**src/rtl/uart_rx_frame_pkg.sv**
```systemverilog
`default_nettype none
// ============================================================================
// Module   : uart_rx_frame_pkg
// Brief    : Shared types and default geometry for the UART RX frame receiver.
// Revision : 1.0 - initial release
// ============================================================================
package uart_rx_frame_pkg;

  localparam int c_data_w_def     = 8;
  localparam int c_oversample_def = 16;
  localparam int c_samp_w_def     = $clog2(c_oversample_def);
  localparam int c_bit_w_def      = $clog2(c_data_w_def + 1);

  typedef enum logic [2:0] {
    IDLE   = 3'd0,
    START  = 3'd1,
    DATA   = 3'd2,
    PARITY = 3'd3,
    STOP   = 3'd4
  } rx_state_e;

  // Counter bundle sized for the default frame geometry
  typedef struct packed {
    logic [c_samp_w_def-1:0] samp_cnt;
    logic [c_bit_w_def-1:0]  bit_cnt;
    logic                    samp_ovf;
  } rx_cntr_t;

endpackage
`default_nettype wire

```
**src/rtl/uart_rx_frame_cntr_rx_sample_ovf.sv**
```systemverilog
`default_nettype none
// ============================================================================
// Module   : cntr_rx_sample_ovf
// Brief    : Tick-enabled oversample counter, wraps at OVERSAMPLE-1 with ovf.
// Revision : 1.0 - initial release
// ============================================================================
module cntr_rx_sample_ovf #(
  parameter int OVERSAMPLE = 16,
  parameter int CNT_W      = $clog2(OVERSAMPLE)
) (
  input  logic             clk,
  input  logic             rst,
  input  logic             clr,
  input  logic             enb,
  output logic [CNT_W-1:0] cnt,
  output logic             ovf
);

  localparam logic [CNT_W-1:0] c_last = CNT_W'(OVERSAMPLE - 1);

  logic [CNT_W-1:0] r_cnt;

  always_ff @(posedge clk) begin
    if (!rst) begin
      r_cnt <= '0;
    end else if (clr) begin
      r_cnt <= '0;
    end else if (enb) begin
      r_cnt <= (r_cnt == c_last) ? '0 : r_cnt + 1'b1;
    end
  end

  assign cnt = r_cnt;
  assign ovf = (r_cnt == c_last);

endmodule
`default_nettype wire

```
**src/rtl/uart_rx_frame.sv**
```systemverilog
`default_nettype none
// ============================================================================
// Module   : uart_rx_frame
// Brief    : UART frame receiver: sync, start detect, mid-bit sampling, stop
//            check. Optional even parity when UART_RX_PARITY_EN is defined.
// Revision : 1.0 - initial release
// ============================================================================
module uart_rx_frame
  import uart_rx_frame_pkg::*;
#(
  parameter int DATA_W      = c_data_w_def,
  parameter int OVERSAMPLE  = c_oversample_def,
  parameter int SYNC_STAGES = 2
) (
  input  logic              clk,
  input  logic              rst,
  input  logic              enb_tick,
  input  logic              clear,
  input  logic              rx,
  output logic [DATA_W-1:0] rx_data,
  output logic              rx_valid,
  output logic              frame_err,
  output logic              busy
`ifdef UART_RX_PARITY_EN
  ,
  output logic              parity_err
`endif
);

  localparam int c_samp_w = $clog2(OVERSAMPLE);
  localparam int c_bit_w  = $clog2(DATA_W + 1);
  localparam logic [c_samp_w-1:0] c_mid      = c_samp_w'(OVERSAMPLE / 2 - 1);
  localparam logic [c_bit_w-1:0]  c_last_bit = c_bit_w'(DATA_W - 1);

  logic [SYNC_STAGES-1:0] r_sync;
  logic                   w_rx_s;
  rx_state_e              r_state;
  rx_state_e              w_state_nxt;
  logic [c_samp_w-1:0]    w_samp_cnt;
  logic                   w_samp_ovf;
  logic [c_bit_w-1:0]     r_bit_cnt;
  rx_cntr_t               w_cntr;
  logic [DATA_W-1:0]      r_shreg;
  logic [DATA_W-1:0]      r_data;
  logic                   r_valid;
  logic                   r_ferr;
  logic                   r_armed;
  logic                   w_tick_ovf;
  logic                   w_cnt_clr;
  logic                   w_shift;
  logic                   w_load;
  logic                   w_ferr;
  logic                   w_arm;
  logic                   w_disarm;
`ifdef UART_RX_PARITY_EN
  logic                   w_par_cap;
  logic                   r_par_bad;
  logic                   r_perr;
`endif

  always_ff @(posedge clk) begin
    if (!rst) begin
      r_sync <= '1;
    end else begin
      r_sync <= {r_sync[SYNC_STAGES-2:0], rx};
    end
  end

  assign w_rx_s = r_sync[SYNC_STAGES-1];

  cntr_rx_sample_ovf #(
    .OVERSAMPLE (OVERSAMPLE),
    .CNT_W      (c_samp_w)
  ) u_samp_cnt (
    .clk (clk),
    .rst (rst),
    .clr (w_cnt_clr),
    .enb (enb_tick),
    .cnt (w_samp_cnt),
    .ovf (w_samp_ovf)
  );

  assign w_cntr     = '{samp_cnt: w_samp_cnt, bit_cnt: r_bit_cnt, samp_ovf: w_samp_ovf};
  assign w_tick_ovf = enb_tick & w_cntr.samp_ovf;

  always_ff @(posedge clk) begin
    if (!rst) begin
      r_state <= IDLE;
    end else begin
      r_state <= w_state_nxt;
    end
  end

  always_comb begin
    w_state_nxt = r_state;
    w_cnt_clr   = 1'b0;
    w_shift     = 1'b0;
    w_load      = 1'b0;
    w_ferr      = 1'b0;
    w_arm       = 1'b0;
    w_disarm    = 1'b0;
`ifdef UART_RX_PARITY_EN
    w_par_cap   = 1'b0;
`endif
    case (r_state)
      IDLE: begin
        w_cnt_clr = 1'b1;
        if (enb_tick) begin
          if (r_armed && !w_rx_s) begin
            w_state_nxt = START;
          end else if (!r_armed && w_rx_s) begin
            w_arm = 1'b1;
          end
        end
      end
      START: begin
        // Decision on the tick that brings the count to the mid-bit point
        if (enb_tick && ((w_cntr.samp_cnt + c_samp_w'(1)) == c_mid)) begin
          w_cnt_clr   = 1'b1;
          w_state_nxt = w_rx_s ? IDLE : DATA;
        end
      end
      DATA: begin
        if (w_tick_ovf) begin
          w_shift = 1'b1;
          if (w_cntr.bit_cnt == c_last_bit) begin
`ifdef UART_RX_PARITY_EN
            w_state_nxt = PARITY;
`else
            w_state_nxt = STOP;
`endif
          end
        end
      end
`ifdef UART_RX_PARITY_EN
      PARITY: begin
        if (w_tick_ovf) begin
          w_par_cap   = 1'b1;
          w_state_nxt = STOP;
        end
      end
`endif
      STOP: begin
        if (w_tick_ovf) begin
          w_state_nxt = IDLE;
          if (w_rx_s) begin
            w_load = 1'b1;
          end else begin
            // Break or garbage: hold off until the line returns high
            w_ferr   = 1'b1;
            w_disarm = 1'b1;
          end
        end
      end
      default: w_state_nxt = IDLE;
    endcase
    if (clear) begin
      w_state_nxt = IDLE;
      w_cnt_clr   = 1'b1;
      w_shift     = 1'b0;
      w_load      = 1'b0;
      w_ferr      = 1'b0;
      w_arm       = 1'b0;
      w_disarm    = 1'b0;
`ifdef UART_RX_PARITY_EN
      w_par_cap   = 1'b0;
`endif
    end
  end

  always_ff @(posedge clk) begin
    if (!rst) begin
      r_bit_cnt <= '0;
      r_shreg   <= '0;
      r_data    <= '0;
      r_valid   <= 1'b0;
      r_ferr    <= 1'b0;
      r_armed   <= 1'b1;
    end else begin
      r_valid <= w_load;
      r_ferr  <= w_ferr;
      if (w_cnt_clr) begin
        r_bit_cnt <= '0;
      end else if (w_shift) begin
        r_bit_cnt <= r_bit_cnt + 1'b1;
      end
      if (w_shift) begin
        r_shreg <= {w_rx_s, r_shreg[DATA_W-1:1]};
      end
      if (w_load) begin
        r_data <= r_shreg;
      end
      if (w_arm) begin
        r_armed <= 1'b1;
      end else if (w_disarm) begin
        r_armed <= 1'b0;
      end
    end
  end

`ifdef UART_RX_PARITY_EN
  always_ff @(posedge clk) begin
    if (!rst) begin
      r_par_bad <= 1'b0;
      r_perr    <= 1'b0;
    end else begin
      r_perr <= w_load & r_par_bad;
      if (w_par_cap) begin
        r_par_bad <= ^{r_shreg, w_rx_s};
      end
    end
  end

  assign parity_err = r_perr;
`endif

  assign rx_data   = r_data;
  assign rx_valid  = r_valid;
  assign frame_err = r_ferr;
  assign busy      = (r_state != IDLE);

endmodule
`default_nettype wire
```
**config.mk**
```make
export PLATFORM = sky130hd
export DESIGN_NAME = uart_rx_frame
export DESIGN_NICKNAME = d
export VERILOG_FILES = /design/src/rtl/uart_rx_frame_pkg.sv /design/src/rtl/uart_rx_frame_cntr_rx_sample_ovf.sv /design/src/rtl/uart_rx_frame.sv
export SDC_FILE = /design/constraint.sdc
export NUM_CORES = 1
export LEC_CHECK = 0
export ABC_AREA = 1
export CAP_MARGIN = 25
export CELL_PAD_IN_SITES_DETAIL_PLACEMENT = 1
export CELL_PAD_IN_SITES_GLOBAL_PLACEMENT = 2
export CORE_MARGIN = 5
export CORE_UTILIZATION = 34
export DETAILED_ROUTE_END_ITERATION = 12
export GPL_TIMING_DRIVEN = 1
export PLACE_DENSITY_LB_ADDON = 0.1
export RECOVER_POWER = 25
export SYNTH_ARGS = -nofsm -noshare
export SYNTH_HDL_FRONTEND = slang
export SYNTH_SLANG_ARGS = --single-unit
```
**constraint.sdc**
```tcl
create_clock -name clk -period 4.57 [get_ports clk]
set_clock_uncertainty 0.15 [all_clocks]
set_input_delay 0.6855 -clock clk [delete_from_list [all_inputs] [get_ports clk]]
set_output_delay 0.6855 -clock clk [all_outputs]
set_load 0.01 [all_outputs]
```
* Yosys cells after proc, flatten, opt, wreduce, memory -nomap -nowiden
Cells that the tools add are included.
** Word-level totals
- Flip-flop bits (word level) :: 32
- Bits of input ports :: 5
- Output and inout port bits :: 11
** Operators by class
- Add/sub/neg operators :: 2
- Equal/unequal tests :: 12
- Mux-type cells :: 28
- Bitwise operators :: 2
- Reductions and logical operators :: 11
** Operator list (count)
- 1-bit 2-to-1 mux :: 18
- 3-bit 2-to-1 mux :: 6
- 2-bit inequality test (second input constant) :: 6
- 3-bit one-hot mux with 4 select lines :: 1
- 4-bit by 1-bit adder with 4-bit output (second input constant) :: 2
- 4-bit by 3-bit == test with 1-bit output (second input constant) :: 2
- 6-bit AND reduction :: 1
- 2-bit OR reduction :: 3
- 4-bit == test (second input constant) :: 1
- 4-bit 2-to-1 mux :: 1
- 3-bit by 1-bit == test with 1-bit output (second input constant) :: 1
- 3-bit by 2-bit == test with 1-bit output (second input constant) :: 1
- 3-bit == test (second input constant) :: 1
- 1-bit logical AND :: 3
- 3-bit logical NOT :: 1
- 3-bit nonzero test :: 1
- 1-bit logical NOT :: 2
- 2-bit 2-to-1 mux :: 1
- 1-bit one-hot mux with 2 select lines :: 1
- 1-bit bitwise AND :: 1
- 1-bit inverter :: 1

* Longest topological paths before layout
- Depth in word-level cells :: 8
- Gate-level depth with buffers :: 10

* Modules after synthesis
Synthesis repeated with hierarchy kept, for this count alone.
** Unflattened totals
- Cell total of the unflattened synthesis :: 184
- Area total of the unflattened synthesis :: 1360.1 sq um
** By module, submodules not included
- uart_rx_frame :: times used 1, cells an instance 156, area each 1164.9 sq um
- cntr_rx_sample_ovf :: times used 1, cells an instance 28, area each 195.2 sq um

* Worst setup path after synthesis
OpenSTA, ideal clock, no wires.
- Kind :: input-to-reg
- From :: input clear
- To :: register r_data[6], in the netlist rx_data[6]
- Library setup time :: 66 ps
- Arrival time :: 1515 ps
- Path slack :: 2839 ps
- Cell stages on the path :: 6
- Cells stage by stage :: inv_1 -> nand2_1 -> nor3_4 -> buf_6 -> o21ai_2 -> a21oi_2
** Between the ends
- Longest elaborated chain between the ends :: 1
** Ends and longest elaborated chain
- from (decl) :: line uart_rx_frame.sv:18 : input logic clear,
- 1-bit 2-to-1 mux :: line uart_rx_frame.sv:157 : if (clear) begin
- to (signal assigned) :: line uart_rx_frame.sv:191 : r_data <= r_shreg;
- to (decl) :: line uart_rx_frame.sv:44 : logic [DATA_W-1:0] r_data;
Every way passes these cells.
A chain may end at the register's enable or synchronous reset.

* Worst setup path after layout
- From :: input rst
- To :: register r_bit_cnt[3]
** Between the ends
- Longest elaborated chain between the ends :: 2
** Ends and longest elaborated chain
- from (decl) :: line uart_rx_frame.sv:16 : input logic rst,
- 1-bit inverter (no source line)
- 2-bit OR reduction (no source line)
- to (signal assigned) :: line uart_rx_frame.sv:185 : r_bit_cnt <= r_bit_cnt + 1'b1;
- to (decl) :: line uart_rx_frame.sv:41 : logic [c_bit_w-1:0] r_bit_cnt;
Every way passes these cells.

==> results.cfg <==
[run_status]
status = complete, no violations

[route]
viasPerCell = 4.715
routed_wl_um = 3103
ant_nets = 0
post-route-drc-count = 0
firstDrtPassIters = 4
post_drt_wl_per_cell_um = 12.61
drt-initial-drc-count = 63
num_vias = 1160

[power]
power.leakage_nw = 0.6667
power_mw = 0.6272
power_density_nw_per_um2 = 372.4
ir_worst_vdd_mv = 0.1582

[logic_synthesis]
synth_xor_area_share_pct = 1.259
synth_top_area_share_pct = 46.04
ys_top_cells_by_count = 32 x dfxtp_1, 29 x nand2_1, 26 x a21oi_1, 24 x inv_1
synth_nets = 185
synth_cells = 177
synth_edf_count = 0
synth-seq-cells = 32
yosysSeqAreaShare_pct = 46.04
yosysTopAreaCell = dfxtp_1
synth_compound_area_share_pct = 17.54
yosys.area_share.simple_pct = 23.47
synth_top_family_by_area = simple AND/OR/NAND/NOR gates
ys_types = 25
yosys_warnings = 0
synthArstFlopShare_pct = 0
avgSynthCellArea_um2 = 7.861
synth_ff_type = dfxtp_1
synthAdderAreaFrac_pct = 2.698
synthMuxAreaShare_pct = 0
syn_area_um2 = 1391
synth.area.top_cells = dfxtp_1 46%, a21oi_1 9.4%, nand2_1 7.8%, inv_1 6.5%, nand3_1 4.0%
yosysMostFrequentCell = dfxtp_1

[sta]
hold_violations = 0
worst_pin_slew_ps = 645.1
finalCritPeriodShare_pct = 55.02
fmax_ghz = 0.3977
setup_viol = 0
slew_violations = 0
fin_crit_ps = 2514
hold-worst-slack_ps = 278.9
rsz0062_at_grt = no
slew_headroom_pct = 56.86
fin_tns_setup_ps = 0

[setup_path]
crit_type = input pin to flip-flop
cp_slowest_stage_delay_ps = 880
critPathRequiredTime_ps = 4630
arrival_ps = 2580
r2r-start = u_samp_cnt.cnt[1]
cp_cell_sequence = dlygate4sd3_1, inv_1, nor2_1, inv_1, nor2_1, o21ai_2, a21oi_1
critPathBufInv = 3
end_kind = flip-flop
cpMaxStageDelayCell = dlygate4sd3_1
reg2reg_depth = 6
critPathMaxFanout = 17
start_kind = input pin
cp_num_cells = 7
crit_family = buffers and inverters
startpoint = rst

[floorplanning]
io-pin-count = 16
die-area_um2 = 5472
start_util_pct = 35.03
rows = 23
core_um2 = 3971
die_h_um = 73.97
fp.dieW_um = 73.97

[clock_network]
clockBufferDepth = 2
cts_tree = yes
postCtsSetupRepairBufs = 0
cts_max_level = 2
insertion_delay_ps = 290
cts_resized = 0
cts_buffers = 5
postCtsHoldBufs = 0
clk_pin_slew_ps = 80
numClockSinks = 32
clk_root_buffer_cell = clkbuf_8

[placed_design]
io_buffers = 15
hpwl_um = 2384
gp_congestion = 0.7255

[finish]
regArea_um2 = 640.6
diodes = 0
fillers = 499
area_growth_pct = 21.04
drive_above_1_share_pct = 10.71
multi_input_area_um2 = 625.6
nets = 203

[job]
cap_violations = 0

[global_route]
grt_pass1_wl_um = 5354
antenna_found_initial = 0
grt_pass1_vias = 1171
grt-ovfl-total = 0
grt_max_degree = 22
grt_use_total_pct = 12.99

[worst_hold_path]
holdPathStages = 1
hold_start = r_sync[0]
hold_class = flip-flop to flip-flop
-- final timing paths --
check,endpoint,slack [ps]
hold / removal,r_sync[1],280
setup / recovery,r_bit_cnt[3],2060
hold reg to reg,r_sync[1],280
setup reg to reg,r_bit_cnt[0],2600
-- state kept, by name (all words and copies together) (netlist names), 2 cells and up --
| register | cells |
|---|---|
| r_state | 3 |
| u_samp_cnt.cnt | 4 |
| rx_data | 8 |
| r_bit_cnt | 4 |
| r_sync | 2 |
| r_shreg | 8 |
-- power by group --
| group | internal, mW | switching, mW |
|---|---|---|
| Sequential | 0.283 | 0.00467 |
| Combinational | 0.0251 | 0.0435 |
| Clock | 0.161 | 0.109 |
| Total | 0.470 | 0.158 |
-- logic make-up (layout without fill, tap and decap cells) --
group	after synthesis	after routing
compound gates	45	45
xor+xnor	2	2
fa+ha+maj	3	3
buf+inv	29	48
flops	32	32
simple gates	66	66
-- stage by stage --
stage	util (%)	std cells	cell area [um2]	worst slack [ps]
finish	42.41	246	1684	2056
global route	42.41	246	1684	1821
CTS	42.41	246	1684	2081
detailed placement	39.60	238	1573	1806
global placement	39.60	238	1573	1872
floorplan	-	177	1391	2839
-- final cells by class --
| class | instances | share of cell area [%] |
|---|---|---|
| Sequential cell | 32 | 38.04 |
| Multi-Input combinational cell | 116 | 37.15 |
| Timing Repair Buffer | 15 | 8.915 |
| Inverter | 25 | 5.572 |
| Clock buffer | 5 | 4.086 |
| Tap cell | 50 | 3.715 |
| Clock inverter | 3 | 2.526 |
-- cell usage in the layout, fill, tap and decap left out --
master and n:
nor3_1 1, nand3_1 11, o21ai_2 3, a21oi_1 26
xor2_1 2, clkinvlp_4 1, nand4_1 5, inv_1 24
nor4_1 1, dfxtp_1 32, nor2_1 11, nor2_2 1
ha_1 3, o21ai_0 10, or2_2 3, clkinv_2 1
nand4_4 1, nand3_2 1, clkbuf_8 5, clkdlybuf4s50_1 6
o21ai_1 4, bufinv_16 1, dlygate4sd3_1 9, a21oi_2 2
nor3_4 1, inv_2 1, nand2_1 29, or2_0 1
-- layer usage --
layer,GRT usage [%],share of wire (%),up-vias
met5,0,0,-
met4,6.036,2.2,0
met3,4.189,3.7,5
met2,20.47,44,11
met1,16.11,50,529
li1,-,-,615
No activity file was read; power rests on OpenSTA's default activity.
